`src/rtl/ppu_pkg.sv`:
```
// ppu_pkg
// Shared constants for the operand-select path: RV32I opcodes, the S-code
// values understood by the second-operand mux, the canonical NOP, and the
// decoded operand-select bundle type.
package ppu_pkg;

    // RV32I major opcodes (instr[6:0])
    localparam logic [6:0] OP_R      = 7'b0110011;
    localparam logic [6:0] OP_IMM    = 7'b0010011;
    localparam logic [6:0] OP_LOAD   = 7'b0000011;
    localparam logic [6:0] OP_STORE  = 7'b0100011;
    localparam logic [6:0] OP_BRANCH = 7'b1100011;
    localparam logic [6:0] OP_LUI    = 7'b0110111;
    localparam logic [6:0] OP_AUIPC  = 7'b0010111;
    localparam logic [6:0] OP_JAL    = 7'b1101111;
    localparam logic [6:0] OP_JALR   = 7'b1100111;

    // Operand-select codes; the second-operand mux decodes these same values
    localparam logic [2:0] SEL_PB    = 3'd0;
    localparam logic [2:0] SEL_IMM_I = 3'd1;
    localparam logic [2:0] SEL_IMM_S = 3'd2;
    localparam logic [2:0] SEL_IMM_U = 3'd3;
    localparam logic [2:0] SEL_PC    = 3'd4;
    localparam logic [2:0] SEL_ZERO  = 3'd5;

    // addi x0, x0, 0 -- treated as a bubble
    localparam logic [31:0] NOP = 32'h0000_0013;

    // One decoded entry as held in the skid FIFO
    typedef struct packed {
        logic [2:0]  s;
        logic [11:0] imm12_i;
        logic [11:0] imm12_s;
        logic [19:0] imm20;
        logic        illegal;
    } op_bundle_t;

endpackage

```
`src/rtl/operand_sel_decode.sv`:
```
// operand_sel_decode
// Purely combinational: maps an RV32I instruction word to its operand-select
// code, the raw I/S/U immediate fields and an illegal-opcode flag.
// Immediates are extracted unconditionally; sign extension happens in the mux.
// Ports:
//   instr  in  32  instruction word
//   bundle out     {s, imm12_i, imm12_s, imm20, illegal}
module operand_sel_decode
    import ppu_pkg::*;
(
    input  logic [31:0] instr,
    output op_bundle_t  bundle
);

    always_comb begin
        bundle         = '0;
        bundle.imm12_i = instr[31:20];
        bundle.imm12_s = {instr[31:25], instr[11:7]};
        bundle.imm20   = instr[31:12];
        unique case (instr[6:0])
            OP_R, OP_BRANCH:          bundle.s = SEL_PB;
            OP_IMM, OP_LOAD, OP_JALR: bundle.s = SEL_IMM_I;
            OP_STORE:                 bundle.s = SEL_IMM_S;
            OP_LUI, OP_AUIPC:         bundle.s = SEL_IMM_U;
            OP_JAL:                   bundle.s = SEL_PC;
            default: begin
                bundle.s       = SEL_ZERO;
                bundle.illegal = 1'b1;
            end
        endcase
    end

endmodule

```
`src/rtl/operand_select_decoder.sv`:
```
// operand_select_decoder
// Decode-stage block: accepts instructions over valid/ready, decodes the
// operand-select bundle and buffers it in a 2-entry skid FIFO so execute
// backpressure never makes fetch drop an instruction.
// Ports:
//   clk, reset (sync, active-high), flush (drop all buffered entries)
//   in_valid/in_instr/in_ready   upstream handshake
//   out_valid/out_ready          downstream handshake
//   S, imm12_I, imm12_S, imm20, illegal   head-entry payload (0 when empty)
module operand_select_decoder
    import ppu_pkg::*;
(
    input  logic        clk,
    input  logic        reset,
    input  logic        flush,
    input  logic        in_valid,
    input  logic [31:0] in_instr,
    output logic        in_ready,
    output logic        out_valid,
    input  logic        out_ready,
    output logic [2:0]  S,
    output logic [11:0] imm12_I,
    output logic [11:0] imm12_S,
    output logic [19:0] imm20,
    output logic        illegal
);

    op_bundle_t       dec_bundle;
    op_bundle_t       head_bundle;
    op_bundle_t [1:0] mem_q, mem_d;
    logic       [1:0] count_q, count_d;
    logic             head_q, head_d;
    logic             tail_q, tail_d;
    logic             bubble;
    logic             push;
    logic             pop;

    operand_sel_decode u_decode (
        .instr  (in_instr),
        .bundle (dec_bundle)
    );

    // in_ready comes from registered count only (plus reset gating), so there
    // is no combinational path from out_ready back to fetch.
    assign in_ready  = ~reset & (count_q != 2'd2);
    assign out_valid = (count_q != 2'd0);
    assign bubble    = (in_instr == NOP);
    assign push      = in_valid & in_ready & ~bubble;
    assign pop       = out_valid & out_ready;

    always_comb begin
        mem_d   = mem_q;
        count_d = count_q;
        head_d  = head_q;
        tail_d  = tail_q;
        if (flush) begin
            // flush wins over push and pop
            count_d = 2'd0;
            head_d  = 1'b0;
            tail_d  = 1'b0;
        end else begin
            if (push) begin
                mem_d[tail_q] = dec_bundle;
                tail_d        = ~tail_q;
            end
            if (pop) begin
                head_d = ~head_q;
            end
            case ({push, pop})
                2'b10:   count_d = count_q + 2'd1;
                2'b01:   count_d = count_q - 2'd1;
                default: count_d = count_q;
            endcase
        end
    end

    always_ff @(posedge clk) begin
        if (reset) begin
            mem_q   <= '0;
            count_q <= 2'd0;
            head_q  <= 1'b0;
            tail_q  <= 1'b0;
        end else begin
            mem_q   <= mem_d;
            count_q <= count_d;
            head_q  <= head_d;
            tail_q  <= tail_d;
        end
    end

    // Payload reads zero whenever nothing is valid
    assign head_bundle = out_valid ? mem_q[head_q] : '0;
    assign S           = head_bundle.s;
    assign imm12_I     = head_bundle.imm12_i;
    assign imm12_S     = head_bundle.imm12_s;
    assign imm20       = head_bundle.imm20;
    assign illegal     = head_bundle.illegal;

endmodule

```
`config.mk`:
```
export PLATFORM = sky130hd
export DESIGN_NAME = operand_select_decoder
export DESIGN_NICKNAME = d
export VERILOG_FILES = /design/src/rtl/ppu_pkg.sv /design/src/rtl/operand_sel_decode.sv /design/src/rtl/operand_select_decoder.sv
export SDC_FILE = /design/constraint.sdc
export NUM_CORES = 1
export LEC_CHECK = 0
export ABC_CLOCK_PERIOD_IN_PS = 2500
export BUFFER_PORTS_ARGS = -buffer_cell sky130_fd_sc_hd__buf_2
export CAP_MARGIN = 10
export CORE_AREA = 2 2 102 104
export CTS_BUF_LIST = sky130_fd_sc_hd__clkbuf_8
export CTS_CLUSTER_DIAMETER = 80
export CTS_CLUSTER_SIZE = 10
export DETAILED_ROUTE_END_ITERATION = 10
export DIE_AREA = 0 0 104 106
export PLACE_DENSITY_LB_ADDON = 0.3
export SYNTH_ARGS = -nofsm -noshare
export SYNTH_HDL_FRONTEND = slang
export SYNTH_HIERARCHICAL = 1
export SYNTH_SLANG_ARGS = --single-unit
```
`constraint.sdc`:
```
create_clock -name clk -period 2.5 [get_ports clk]
set_clock_uncertainty 0.1 [all_clocks]
set_input_delay 0.5 -clock clk [delete_from_list [all_inputs] [get_ports clk]]
set_output_delay 0.5 -clock clk [all_outputs]
set_load 0.05 [all_outputs]
```
# Yosys cells after proc, flatten, opt, wreduce, memory -nomap -nowiden
# Cells that the tools add are included.
dict set report totals {
  regBits 100
  rom_bits 0
  latchBits 0
  mem_count 0
  ram_bits 0
}
dict set report classes {
  multipliers 0
  n_div 0
  n_mux 9
  shifts 0
  addsub 2
  order_cmp 3
  n_eq_ne 13
  reduce_logical 9
  bitwise_logic 9
}
# operator n
set ops {}
lappend ops {{2-to-1 mux 48 bit} 4}
lappend ops {{bitwise mux 96 bit} 1}
lappend ops {{demux 48 bit (select 1 bit)} 1}
lappend ops {{equality test 32 x 5 -> 1 bit (second input constant)} 1}
lappend ops {{equality test 7 x 6 -> 1 bit (second input constant)} 3}
lappend ops {{equality test 7 bit (second input constant)} 3}
lappend ops {{case mux 3 bit (5 select lines)} 1}
lappend ops {{equality test 7 x 5 -> 1 bit (second input constant)} 2}
lappend ops {{OR reduction 9 bit} 1}
lappend ops {{equality test 7 x 2 -> 1 bit (second input constant)} 1}
lappend ops {{OR reduction 2 bit} 3}
lappend ops {{inverter 1 bit} 5}
lappend ops {{bitwise AND 1 bit} 4}
lappend ops {{less-than comparator 1 x 2 -> 1 bit (second input constant)} 2}
lappend ops {{case mux 2 bit (2 select lines)} 1}
lappend ops {{nonzero test 2 bit} 2}
lappend ops {{OR reduction 3 bit} 1}
lappend ops {{adder 2 x 1 -> 2 bit (second input constant)} 1}
lappend ops {{equality test 2 x 1 -> 1 bit (second input constant)} 1}
lappend ops {{equality test 2 bit (second input constant)} 1}
lappend ops {{inequality test 2 bit (second input constant)} 1}
lappend ops {{AND reduction 2 bit} 1}
lappend ops {{subtractor 2 x 1 -> 2 bit (second input constant)} 1}
lappend ops {{greater-or-equal comparator 1 bit (second input constant)} 1}
lappend ops {{2 further kinds} 2}

# Depth between registers and ports, before layout
dict set report logic_depth {
  word_depth 6
  depth_mapped 8
}

# Cells and area by module
# The synthesis kept the hierarchy.
# module area_each_um2 cells_each instances
set by_module_without_submodules {}
lappend by_module_without_submodules {operand_select_decoder 4941.0 504 1}
lappend by_module_without_submodules {operand_sel_decode 424.2 59 1}

# Worst setup path after synthesis
# Ideal clock, no wire load.
dict set report synth_path {
  path_type {in2reg}
  start {input port reset}
  end {register count_q[1]}
  slack_ps 133
  setup_ps 127
  stages 6
  t_arrival_ps 2140
  cell_sequence {nor2_1 -> o211ai_1 -> ha_1 -> nor2_1 -> xnor2_1 -> nor3_1}
}
dict set report synth_between {
  elab_chain_len 6
  elab_cells_between_ends 9
  cone_classes {eq/ne: 2; mux: 1; bitwise: 4; reduce/logical: 2}
}
# item line_no
set synth_rtl {}
lappend synth_rtl {{start: declaration} operand_select_decoder.sv:14} ;# input logic reset,
lappend synth_rtl {{inverter 1 bit} operand_select_decoder.sv:45} ;# assign in_ready = ~reset & (count_q != 2'd2);
lappend synth_rtl {{bitwise AND 1 bit} operand_select_decoder.sv:45}
lappend synth_rtl {{bitwise AND 1 bit (2 in series)} operand_select_decoder.sv:48} ;# assign push = in_valid & in_ready & ~bubble;
lappend synth_rtl {{equality test 2 x 1 -> 1 bit or equality test 2 bit (tied branches)} operand_select_decoder.sv:69} ;# case ({push, pop})
lappend synth_rtl {{case mux 2 bit (2 select lines) or nonzero test 2 bit (tied branches)} -}
lappend synth_rtl {{end signal: assignment} operand_select_decoder.sv:85} ;# count_q <= count_d;
lappend synth_rtl {{end: declaration} operand_select_decoder.sv:31} ;# logic [1:0] count_q, count_d;
# Several ways; a longest one is shown, not always the timed one.
# A chain may end at the register's enable or synchronous reset.

# Worst setup path after layout
dict set report layout_path {
  start {register count_q[1]}
  end {output port imm20[15]}
}
dict set report layout_between {
  elab_chain_len 2
}
# item line_no
set layout_rtl {}
lappend layout_rtl {{nonzero test 2 bit} operand_select_decoder.sv:46} ;# assign out_valid = (count_q != 2'd0);
lappend layout_rtl {{2-to-1 mux 48 bit} operand_select_decoder.sv:92} ;# assign head_bundle = out_valid ? mem_q[head_q] : '0;
lappend layout_rtl {{end: declaration} operand_select_decoder.sv:24} ;# output logic [19:0] imm20,
# No other way between the ends.

==> metrics.md <==
| Metric | Value |
|---|---|
| Syn_nets | 601 |
| Fmax | roughly 0.42 GHz |
| Share of cells above drive strength 1 | between 20% and 30% |
| Post-synth EDFFs | 0 |
| Vias in the first global route | 3,909 |
| Synthesized area | roughly 5400 um^2 |
| Peak supply drop | 0.276 mV |
| Reg2Reg Setup Slack | around 0.50 ns |
| Vias | around 3.8k |
| Leak Pwr | between 2 and 3 nW |
| Largest family of logic cells by synthesized area | multiplexers |
| XOR/XNOR Fraction of Synth Area | less than 1% |
| Crit share post-route | approximately 95% |
| First-pass detailed-route iteration total | 4 |
| R2R cell count | 7 |
| RSZ-0062 raised after global routing | no |
| Initial Util | 53.7% |
| # resized after CTS | 0 |
| CORE AREA | approximately 10000 um^2 |
| Chip height | about 110 um |
| GRT overflow | 0 |
| Startpoint Class | flip-flop |
| Pins Over Slew Limit | 0 |
| Fin cells | 735 |
| GRT Total Usage | 21.8% |
| Worst-margin pin slew | 0.602 ns |
| Post-detail-place hpwl | between 8000 and 9000 um |
| Die Area | 11,000 um^2 |
| Top post-synthesis cells by area | dfxtp_1, mux2i_1, nand2b_1, buf_4, nor2_1 |
| Htree depth | 3 |
| Num CTS Buffers | 9 |
| FF-to-FF End | count_q[1] |
| Worst Setup SP | count_q[1] |
| CP Max Fanout | 15 |
| Area share of the largest cell type after synthesis | between 30% and 40% |
| DRC | 0 |
| PortBufs | 86 |
| Initial antenna violation count | 0 |
| Clk_lat worst skew | roughly 0.36 ns |
| Global-route wire length before repair | roughly 19,000 um |
| Status | finished clean |
| Minimum clock period after layout | 2.36 ns |
| Rel. slew slack | between 50 and 60% |
| Top_reg_cell synth | dfxtp_1 |
| Area share of fa/ha/maj cells after synthesis | less than 1% |
| Clk sinks | 100 |
| Tightest Hold Check Type | in -> reg |
| Final worst slack | ~0.14 ns |
| Async S/R FF share, synth | 0% |
| WL/cell | between 15 and 20 um |
| Crit path to | imm20[15] |
| Final GP Congestion | roughly 0.84 |
| Most frequent cells after synthesis | mux2i_1, nand2b_1, dfxtp_1 |
| Reg2reg start | count_q[0] |
| Clock root cell | clkbuf_8 |
| Routed Antenna Nets | 0 |
| Place WS | -0.0436 ns |
| Count of final setup violators | 0 |
| Setup TNS | 0 ns |
| Hold Slack | about 0.26 ns |
| Largest net degree at the start of global routing | 90 |
| Postcts setup bufs | 0 |
| Post-synthesis sequential area ratio | about 37% |
| Maximum clock path buffer count | 2 |
| I/O pin count | between 80 and 90 |
| # hold bufs at CTS | 0 |
| Yosys reg bits | 100 |
| Final-layout fill cell count | approximately 900 |
| Final wirelength | ~12,000 um |
| Vias/cell | ~5.2 |
| Die width | between 100 and 150 um |
| Pwr Density | about 500 nW/um^2 |
| Final hold violation count | 0 |
| Required time worst endpoint | ~1.9 ns |
| Largest area contributor in the netlist | dfxtp_1 |
| Ys Warns | 6 |
| Critical Path AT | between 1.5 and 2 ns |
| Critical path type | reg -> out |
| Row count | 37 |
| Synth Area in Simple Gates | about a quarter |
| Final Core Density | 58.5% |
| Antenna Cells | 0 |
| Worst Setup End Kind | primary output |
| Syn Area/Cell | about 9.5 um^2 |
| Post-synthesis cell count | 563 |
| Layout Area Growth over Synthesis | 9.03% |
| Max-Cap Viols | 0 |
| TritonCTS clock tree | done |
| Placed Instances | about 700 |
| Synth unique cells | 36 |
| Mux cell area share after synthesis | a little over a quarter |
| # nets final | roughly 630 |
| Synth Area in Compound Gates | between 1 and 1.5% |
| Initial detailed-routing violation count | between 200 and 250 |
| Clock-pin slew of the registers on the worst-case setup and hold paths | roughly 0.090 ns |
-- routing by layer --
metal | vias to the layer above | global-route usage [%] | share of wire [%] | wire (um)
met5 | - | 0 | 0 | 0
met1 | 1867 | 28.7 | 47 | 5450
met4 | 0 | 7.63 | 1.4 | 161
met2 | 67 | 36.1 | 47 | 5510
met3 | 14 | 4.17 | 4.3 | 496
li1 | 1890 | - | - | -
-- worst max-delay path, stage by stage, from the launching register on --
cell and delay [ns]:
dfxtp_1 0.37, nor2_4 0.40, buf_4 0.31, nor2_1 0.10, buf_2 0.22
-- metrics by stage --
step | area (um^2) | total power [mW]
3_3_place_gp | 5660 | 2.01
4_1_cts | 5850 | 3.04
5_1_grt | 5850 | 3.13
3_5_place_dp | 5660 | 2.02
6_report | 5850 | 3.01
2_1_floorplan | 5370 | 1.95
-- how the worst min path moves through the flow --
stage	start	to	cells after the start
global route	flush	head_q	2
detailed placement	mem_q[88]	mem_q[88]	2
finish	flush	head_q	2
CTS	flush	head_q	2
global placement	mem_q[61]	mem_q[61]	2
floorplan	mem_q[42]	mem_q[42]	2
-- state kept, by name, indices dropped and copies added, names as in the netlist --
| name | cells |
|---|---|
| tail_q | 1 |
| head_q | 1 |
| mem_q | 96 |
| count_q | 2 |
-- area by class of cell --
cell class | count | area [um^2] | share of cell area (%)
inverter | 1 | 3.75 | 0.0642
clock buffer | 11 | 151 | 2.59
sequential | 100 | 2000 | 34.2
timing repair buffer | 103 | 621 | 10.6
multi-input combinational | 381 | 2860 | 48.9
clock inverter | 3 | 38.8 | 0.663
tap | 136 | 170 | 2.91
-- cell families after synthesis --
logic type,count (synthesis)
flip-flops,100
buffers and inverters,82
adder cells (fa/ha/maj),1
AND/OR/NAND/NOR,223
AO/OA/AOI/OAI,9
multiplexers,144
XOR/XNOR,4
-- cell usage in the layout (no fill, tap or decap), drive strengths merged, types with 2 or more instances in the layout --
| cell type | Yosys | routed |
|---|---|---|
| and2b | 2 | 2 |
| buf | 58 | 103 |
| clkbuf | 23 | 11 |
| dfxtp | 100 | 100 |
| inv | 1 | 2 |
| mux2i | 144 | 144 |
| nand2 | 2 | 2 |
| nand2b | 144 | 144 |
| nand4 | 2 | 2 |
| nor2 | 52 | 52 |
| nor2b | 2 | 2 |
| nor3 | 3 | 3 |
| nor3b | 2 | 2 |
| nor4 | 7 | 7 |
| nor4b | 2 | 2 |
| o21ai | 2 | 2 |
| xnor2 | 3 | 3 |
-- power breakdown --
| part | internal (mW) | total (mW) | leakage, nW | switching, mW |
|---|---|---|---|---|
| Combinational | 0.144 | 0.335 | 1.84 | 0.191 |
| Sequential | 1.63 | 1.65 | 0.810 | 0.0197 |
| Clock | 0.502 | 1.03 | 0.102 | 0.527 |
| Total | 2.27 | 3.01 | 2.75 | 0.737 |
Power figures use the tool's default switching activity.
